`config.mk`:
```
export PLATFORM = sky130hd
export DESIGN_NAME = fpna_config_chain
export DESIGN_NICKNAME = d
export VERILOG_FILES = /design/src/rtl/fpna_cfg_pkg.sv /design/src/rtl/fpna_cfg_lane.sv /design/src/rtl/fpna_config_chain.sv
export SDC_FILE = /design/constraint.sdc
export NUM_CORES = 1
export LEC_CHECK = 0
export ABC_AREA = 1
export CAP_MARGIN = 20
export CORE_UTILIZATION = 25
export CTS_BUF_LIST = sky130_fd_sc_hd__clkbuf_8
export DETAILED_ROUTE_END_ITERATION = 8
export PLACE_DENSITY = 0.49
export SLEW_MARGIN = 5
export SYNTH_ARGS = -nofsm -noshare
export SYNTH_HDL_FRONTEND = slang
export SYNTH_SLANG_ARGS = --single-unit
```
`constraint.sdc`:
```
create_clock -name clk -period 3 [get_ports clk]
set_input_delay 0.9 -clock clk [delete_from_list [all_inputs] [get_ports clk]]
set_output_delay 0.9 -clock clk [all_outputs]
set_load 0.1 [all_outputs]
```
`src/rtl/fpna_cfg_pkg.sv`:
```
// Shared types and helpers for the FPNA configuration chain.
package fpna_cfg_pkg;

  typedef enum logic [1:0] {
    ST_IDLE  = 2'd0,
    ST_SHIFT = 2'd1,
    ST_APPLY = 2'd2
  } cfg_state_e;

  // Integer ceiling division, used to size the shadow lanes.
  function automatic int ceil_div(input int num, input int den);
    return (num + den - 1) / den;
  endfunction

endpackage

```
`src/rtl/fpna_cfg_lane.sv`:
```
// One serial load lane: LEN-bit shift register, new bit enters at position 0.
module fpna_cfg_lane #(
  parameter int LEN = 33
) (
  input  logic           clk,
  input  logic           reset,
  input  logic           en,
  input  logic           din,
  output logic [LEN-1:0] q
);

  if (LEN == 1) begin : g_one
    // Single-stage lane: the stage simply captures the input.
    always_ff @(posedge clk) begin
      if (reset)   q <= '0;
      else if (en) q <= din;
    end
  end else begin : g_multi
    // Shift towards the top; the last stage falls off.
    always_ff @(posedge clk) begin
      if (reset)   q <= '0;
      else if (en) q <= {q[LEN-2:0], din};
    end
  end

endmodule

```
`src/rtl/fpna_config_chain.sv`:
```
// Configuration chain: CHAN parallel serial lanes load a shadow frame that is
// length-checked and copied to the active configuration on commit.
//
//   state    | meaning
//   ---------+-----------------------------------------------------------
//   ST_IDLE  | waiting; shadow and counter held
//   ST_SHIFT | config_en was high on the last edge, bits are streaming in
//   ST_APPLY | one-cycle transfer: copy shadow if length ok, else flag err
module fpna_config_chain
  import fpna_cfg_pkg::*;
#(
  parameter int CFG_BITS = 258,
  parameter int CHAN     = 1
) (
  input  logic                clk,
  input  logic                reset,
  input  logic                config_en,
  input  logic [CHAN-1:0]     bs_in,
  input  logic                commit,
  output logic [CHAN-1:0]     bs_out,
  output logic [CFG_BITS-1:0] cfg_out,
  output logic                cfg_valid,
  output logic                busy,
  output logic                err
);

  localparam int LANE_LEN = ceil_div(CFG_BITS, CHAN);
  localparam int FLAT     = CHAN * LANE_LEN;
  localparam int CNT_W    = $clog2(LANE_LEN + 2);
  localparam logic [CNT_W-1:0] CNT_FULL = CNT_W'(LANE_LEN);
  localparam logic [CNT_W-1:0] CNT_SAT  = CNT_W'(LANE_LEN + 1);

  cfg_state_e          state, state_nxt;
  logic [CNT_W-1:0]    shift_cnt;
  logic [FLAT-1:0]     shadow_flat;
  logic [CFG_BITS-1:0] active;
  logic                shift_fire;
  logic                frame_ok;
  logic                load_active;
  logic                flag_err;

  // Shifting is frozen during the transfer cycle.
  assign shift_fire = config_en && (state != ST_APPLY);
  assign frame_ok   = (shift_cnt == CNT_FULL);

  for (genvar k = 0; k < CHAN; k++) begin : g_lane
    fpna_cfg_lane #(.LEN(LANE_LEN)) u_lane (
      .clk   (clk),
      .reset (reset),
      .en    (shift_fire),
      .din   (bs_in[k]),
      .q     (shadow_flat[k*LANE_LEN +: LANE_LEN])
    );
    assign bs_out[k] = shadow_flat[k*LANE_LEN + LANE_LEN - 1];
  end

  // State register.
  always_ff @(posedge clk) begin
    if (reset) state <= ST_IDLE;
    else       state <= state_nxt;
  end

  // Next-state: enable wins over commit, APPLY lasts exactly one cycle.
  always_comb begin
    state_nxt = state;
    case (state)
      ST_IDLE, ST_SHIFT: begin
        if (config_en)   state_nxt = ST_SHIFT;
        else if (commit) state_nxt = ST_APPLY;
        else             state_nxt = ST_IDLE;
      end
      ST_APPLY: state_nxt = ST_IDLE;
      default:  state_nxt = ST_IDLE;
    endcase
  end

  // Outputs and transfer decisions decoded from the current state.
  always_comb begin
    busy        = (state == ST_SHIFT) || (state == ST_APPLY);
    load_active = (state == ST_APPLY) && frame_ok;
    flag_err    = ((state == ST_APPLY) && !frame_ok) || (commit && shift_fire);
  end

  // Shift counter: counts enabled cycles, saturates one past a full frame.
  always_ff @(posedge clk) begin
    if (reset)                                shift_cnt <= '0;
    else if (state == ST_APPLY)               shift_cnt <= '0;
    else if (shift_fire && shift_cnt != CNT_SAT) shift_cnt <= shift_cnt + CNT_W'(1);
  end

  // Active configuration and status flags; err is sticky until a good commit.
  always_ff @(posedge clk) begin
    if (reset) begin
      active    <= '0;
      cfg_valid <= 1'b0;
      err       <= 1'b0;
    end else if (load_active) begin
      active    <= shadow_flat[CFG_BITS-1:0];
      cfg_valid <= 1'b1;
      err       <= 1'b0;
    end else if (flag_err) begin
      err       <= 1'b1;
    end
  end

  assign cfg_out = active;

endmodule

```
# [Yosys cells after proc, flatten, opt, wreduce, memory -nomap -nowiden]
# Cells that the tools add are included.
[totals] ff_bits=529 inputBits=5 out_inout_bits=262 wordCells=30
[classes] addsub=1 eq_ne=5 muxes=2 bitwise=1 n_reduce_logical=14
[op_table] operator="9-bit by 1-bit adder with 9-bit output (second input constant)" count=1
[op_table] operator="9-bit == test (second input constant)" count=1
[op_table] operator="9-bit inequality test (second input constant)" count=1
[op_table] operator="2-bit OR reduction" count=4
[op_table] operator="1-bit logical AND" count=5
[op_table] operator="3-bit OR reduction" count=1
[op_table] operator="2-bit by 1-bit == test with 1-bit output (second input constant)" count=1
[op_table] operator="2-bit == test (second input constant)" count=1
[op_table] operator="2-bit zero test" count=1
[op_table] operator="1-bit logical OR" count=2
[op_table] operator="2-bit 2-to-1 mux" count=1
[op_table] operator="2-bit inequality test (second input constant)" count=1
[op_table] operator="1-bit zero test" count=1
[op_table] operator="1-bit 2-to-1 mux" count=1
[op_table] operator="1-bit inverter" count=1

# [Longest topological paths before layout]
[logic_depth] word_depth=4 ltp_mapped=9 ltp_nobuf=9

# [By module]
# Synthesis repeated with hierarchy kept, for this count alone.
[hier_totals] hier_cells=2878 area_unflattened_um2=20116.8
[by_module_without_submodules] mod="fpna_cfg_lane" n_inst=1 cells_per_inst=1634 area_each_um2=10436.3 seq_area_each_um2=5165.0
[by_module_without_submodules] mod="fpna_config_chain" n_inst=1 cells_per_inst=1244 area_each_um2=9680.5 seq_area_each_um2=5425.2

# [Worst setup path before layout]
# OpenSTA, ideal clock, no wires.
[synth_path] kind="register to output" from="register state[0]" to="output port busy" arrival_ns=1.199 t_required_ns=2.100 setup_slack_ns=0.901 stages_incl_launch_ff=3 path_cell_list="dfxtp_1 -> inv_1 -> ha_1"
[synth_between] elab_chain_len=2 word_cells_on_any_way=3 classes_between="eq/ne (2); reduce/logical (1)"
[synth_rtl] element="start: declaration" line_no="fpna_config_chain.sv:33" text="cfg_state_e state, state_nxt;"
[synth_rtl] element="start signal: assignment" line_no="fpna_config_chain.sv:60" text="else state <= state_nxt;"
[synth_rtl] element="2-bit by 1-bit == test with 1-bit output or 2-bit == test (tied branches)" line_no="fpna_config_chain.sv:79" text="busy = (state == ST_SHIFT) || (state == ST_APPLY);"
[synth_rtl] element="1-bit logical OR (*)" line_no="fpna_config_chain.sv:79"
[synth_rtl] element="end: declaration" line_no="fpna_config_chain.sv:23" text="output logic busy,"
# Every way passes the cells marked *; elsewhere a longest branch is shown, timed or not.

# [Worst setup path after layout]
# Ends and elaborated chain as after synthesis.

==> out/results.txt <==
Hold_buf cts: 0
Gate Count Post-Synth: 2360
Final WL: 47800 um
Mapped Area: 18400 um^2
Syn Area/Cell: 7.80 um^2
Boundary pin count: 267
Largest net degree at the start of global routing: 135
Num rows: 99
EDFF count, synth: 0
Req. time, crit path: 2.10 ns
Wire length per cell: 13.2 um
DRC viols: 0
Worst setup SP type: register
Switch share: 24.5%
Slew at the pin closest to its max-slew limit: 0.736 ns
Leading area contributor after synthesis: dfxtp_1
Clock transition at path regs: 0.06 ns
Vias in the first global route: 15.2k
ANT cells: 0
Synth top area share: 57.5%
CTS tree: yes
Fillers: 7694
Seq pwr share: 49.6%
Switching power: 3.70 mW
Placeable Area: 73000 um^2
Tightest Hold Check Type: register to register
Post_cts resized: 0
Crit path DAT: 1.64 ns
Met2 Use GR: 19.7%
Die area: 74800 um^2
Post-route ant nets: 0
Max FO, Critical Path: 2
CTS buffer count: 93
Clk_lat worst skew: 0.68 ns
Post-CTS Setup Bufs: 0
# H-tree levels: 3
Leakage: 10.9 nW
I/O Buffers: 266
Share of cells above drive strength 1: 17.1%
Clock sinks: 529
F_max: 393 MHz
Tot GR Track Use: 12.6%
Post-DP HPWL: 29200 um
GR Layer Usage met3: 2.83%
Fin crit share: 84.8%
Fin Setup TNS: 0 ns
M1 GR Usage: 16.7%
Post-layout util: 32.0%
Int Power: 11.4 mW
Top cells by area, synth: dfxtp_1 58%, nor2_1 21%, o21ai_0 14%, clkbuf_1 2.3%, buf_6 1.3%
Total iterations of the first detailed-routing run: 6
Sequential cell area fraction in the yosys report: 57.5%
Max-cap violations: 0
Synthesis Warnings: 0
Clock Tree Root: clkbuf_8
Initial antenna violation count: 0
Cell depth of the worst hold path: 2
Initial Utilization: 25.2%
Post-layout min period: 2.54 ns
Max VDD drop: 0.279 mV
Ys async rst share: 0%
Avg Vias per Cell: 4.36
Worst reg2reg path depth: 8
Max Root-Sink Buffers: 3
Most common library cells after synthesis: 1054 x nor2_1, 529 x dfxtp_1, 518 x o21ai_0, 115 x clkbuf_1, 42 x nand2_1
Clock power share: 45.4%
Hold Vio Cnt, Final: 0
Combinational power share: 5.0%
Via Count: 15.8k
Yosys reg bits: 529
Rel. slew slack: 50.9%
Setup skew after layout: 0.0242 ns
GR peak layer: met2
CP Class: register to output port
Syn Nets: 2370
Setup violators final: 0
Global route overflow: 0
Most common cell in the netlist: nor2_1
RSZ-0062 raised after global routing: false
Drt first-iter violations: 924
Cell variety after synth: 19
Area Overhead vs Synth: 27.0%
Die W: 273 um
Setup crit end kind: output port
Gpl congestion: 0.741
Power Dens Cells: 645 nW/um^2
NumNets Final: 2609
Primary FF master, synth: dfxtp_1
Max-slew violation count: 0
Status: completed
First-pass GRT wire length: 77800 um
Die H: 273 um
power groups by stage:
stage	sequential, mW	combinational, mW	clock, mW
floorplan	7.59	0.528	0
global placement	7.63	0.735	0
detailed placement	7.63	0.759	0
CTS	7.49	0.759	7.14
global route	7.52	0.867	7.47
finish	7.48	0.751	6.85
sequential cells by signal, indices dropped and copies added, names as in the netlist:
name             cells
state                2
g_lane.u_lane.q    258
cfg_out            258
err                  1
shift_cnt            9
cfg_valid            1
per-stage QoR:
step | hold slack [ns] | instances | area (um^2) | power, mW | setup slack, ns
2_1_floorplan | 0.471 | 2360 | 18400 | 8.11 | 0.901
3_3_place_gp | 0.451 | 3463 | 21400 | 8.36 | 0.498
3_5_place_dp | 0.467 | 3463 | 21400 | 8.39 | 0.459
4_1_cts | 0.480 | 3629 | 23400 | 15.4 | 0.370
5_1_grt | 0.491 | 3629 | 23400 | 15.9 | 0.355
6_report | 0.488 | 3629 | 23400 | 15.1 | 0.457
layout make-up:
cell class                 count  area, um^2  share of cell area, %
timing repair buffer         315        2650                   11.3
clock buffer                 115        1580                   6.77
clock inverter                51         358                   1.53
multi-input combinational   1642        6910                   29.6
sequential                   529       10600                   45.3
tap                          959        1200                   5.13
inverter                      18        90.1                  0.385
cell families (layout without fill, tap and decap cells):
| kind of cell | count (synthesis) | count (layout) | synth area share (%) |
|---|---|---|---|
| flip-flops | 529 | 529 | 57.5 |
| AO/OA/AOI/OAI | 528 | 528 | 14.4 |
| XOR/XNOR | 1 | 1 | 0.0476 |
| buffers and inverters | 189 | 499 | 5.00 |
| adder cells (fa/ha/maj) | 5 | 5 | 0.340 |
| AND/OR/NAND/NOR | 1108 | 1108 | 22.7 |
worst max-delay path, cell delays in order (launching register included):
cell	delay (ns)
dfxtp_1	0.34
inv_1	0.07
ha_1	0.29
buf_4	0.29
worst paths after layout:
kind                   from      endpoint  slack [ns]
hold / removal    cfg_valid     cfg_valid        0.49
hold reg to reg   cfg_valid     cfg_valid        0.49
setup reg to reg   state[0]  cfg_out[192]        0.68
setup / recovery   state[0]          busy        0.46
routing by layer:
layer  vias up  part of all wire, %
li1       8059                    -
met1      7350                   48
met2       324                   45
met3        72                  5.2
met4         0                  1.9
met5         -                    0
layout by cell type, fill, tap and decap left out:
cell	netlist	routed
inv_2	4	2
nand2_4	0	1
clkinv_4	0	1
bufinv_16	0	4
a211oi_1	1	1
inv_6	0	1
dfxtp_1	529	529
o21ai_1	2	2
o21ai_0	518	518
nand4_1	2	2
clkdlybuf4s50_1	0	4
nor3_4	1	1
nand3_1	9	9
inv_8	0	5
ha_1	5	5
clkinv_8	0	1
clkinv_2	0	13
clkinvlp_4	0	2
buf_12	0	22
buf_4	2	289
xor2_1	1	1
clkbuf_8	0	115
nand2_1	42	41
a21oi_1	7	7
inv_1	14	40
nor2_1	1054	1054
Note: power is estimated with default switching activity, not from simulation.
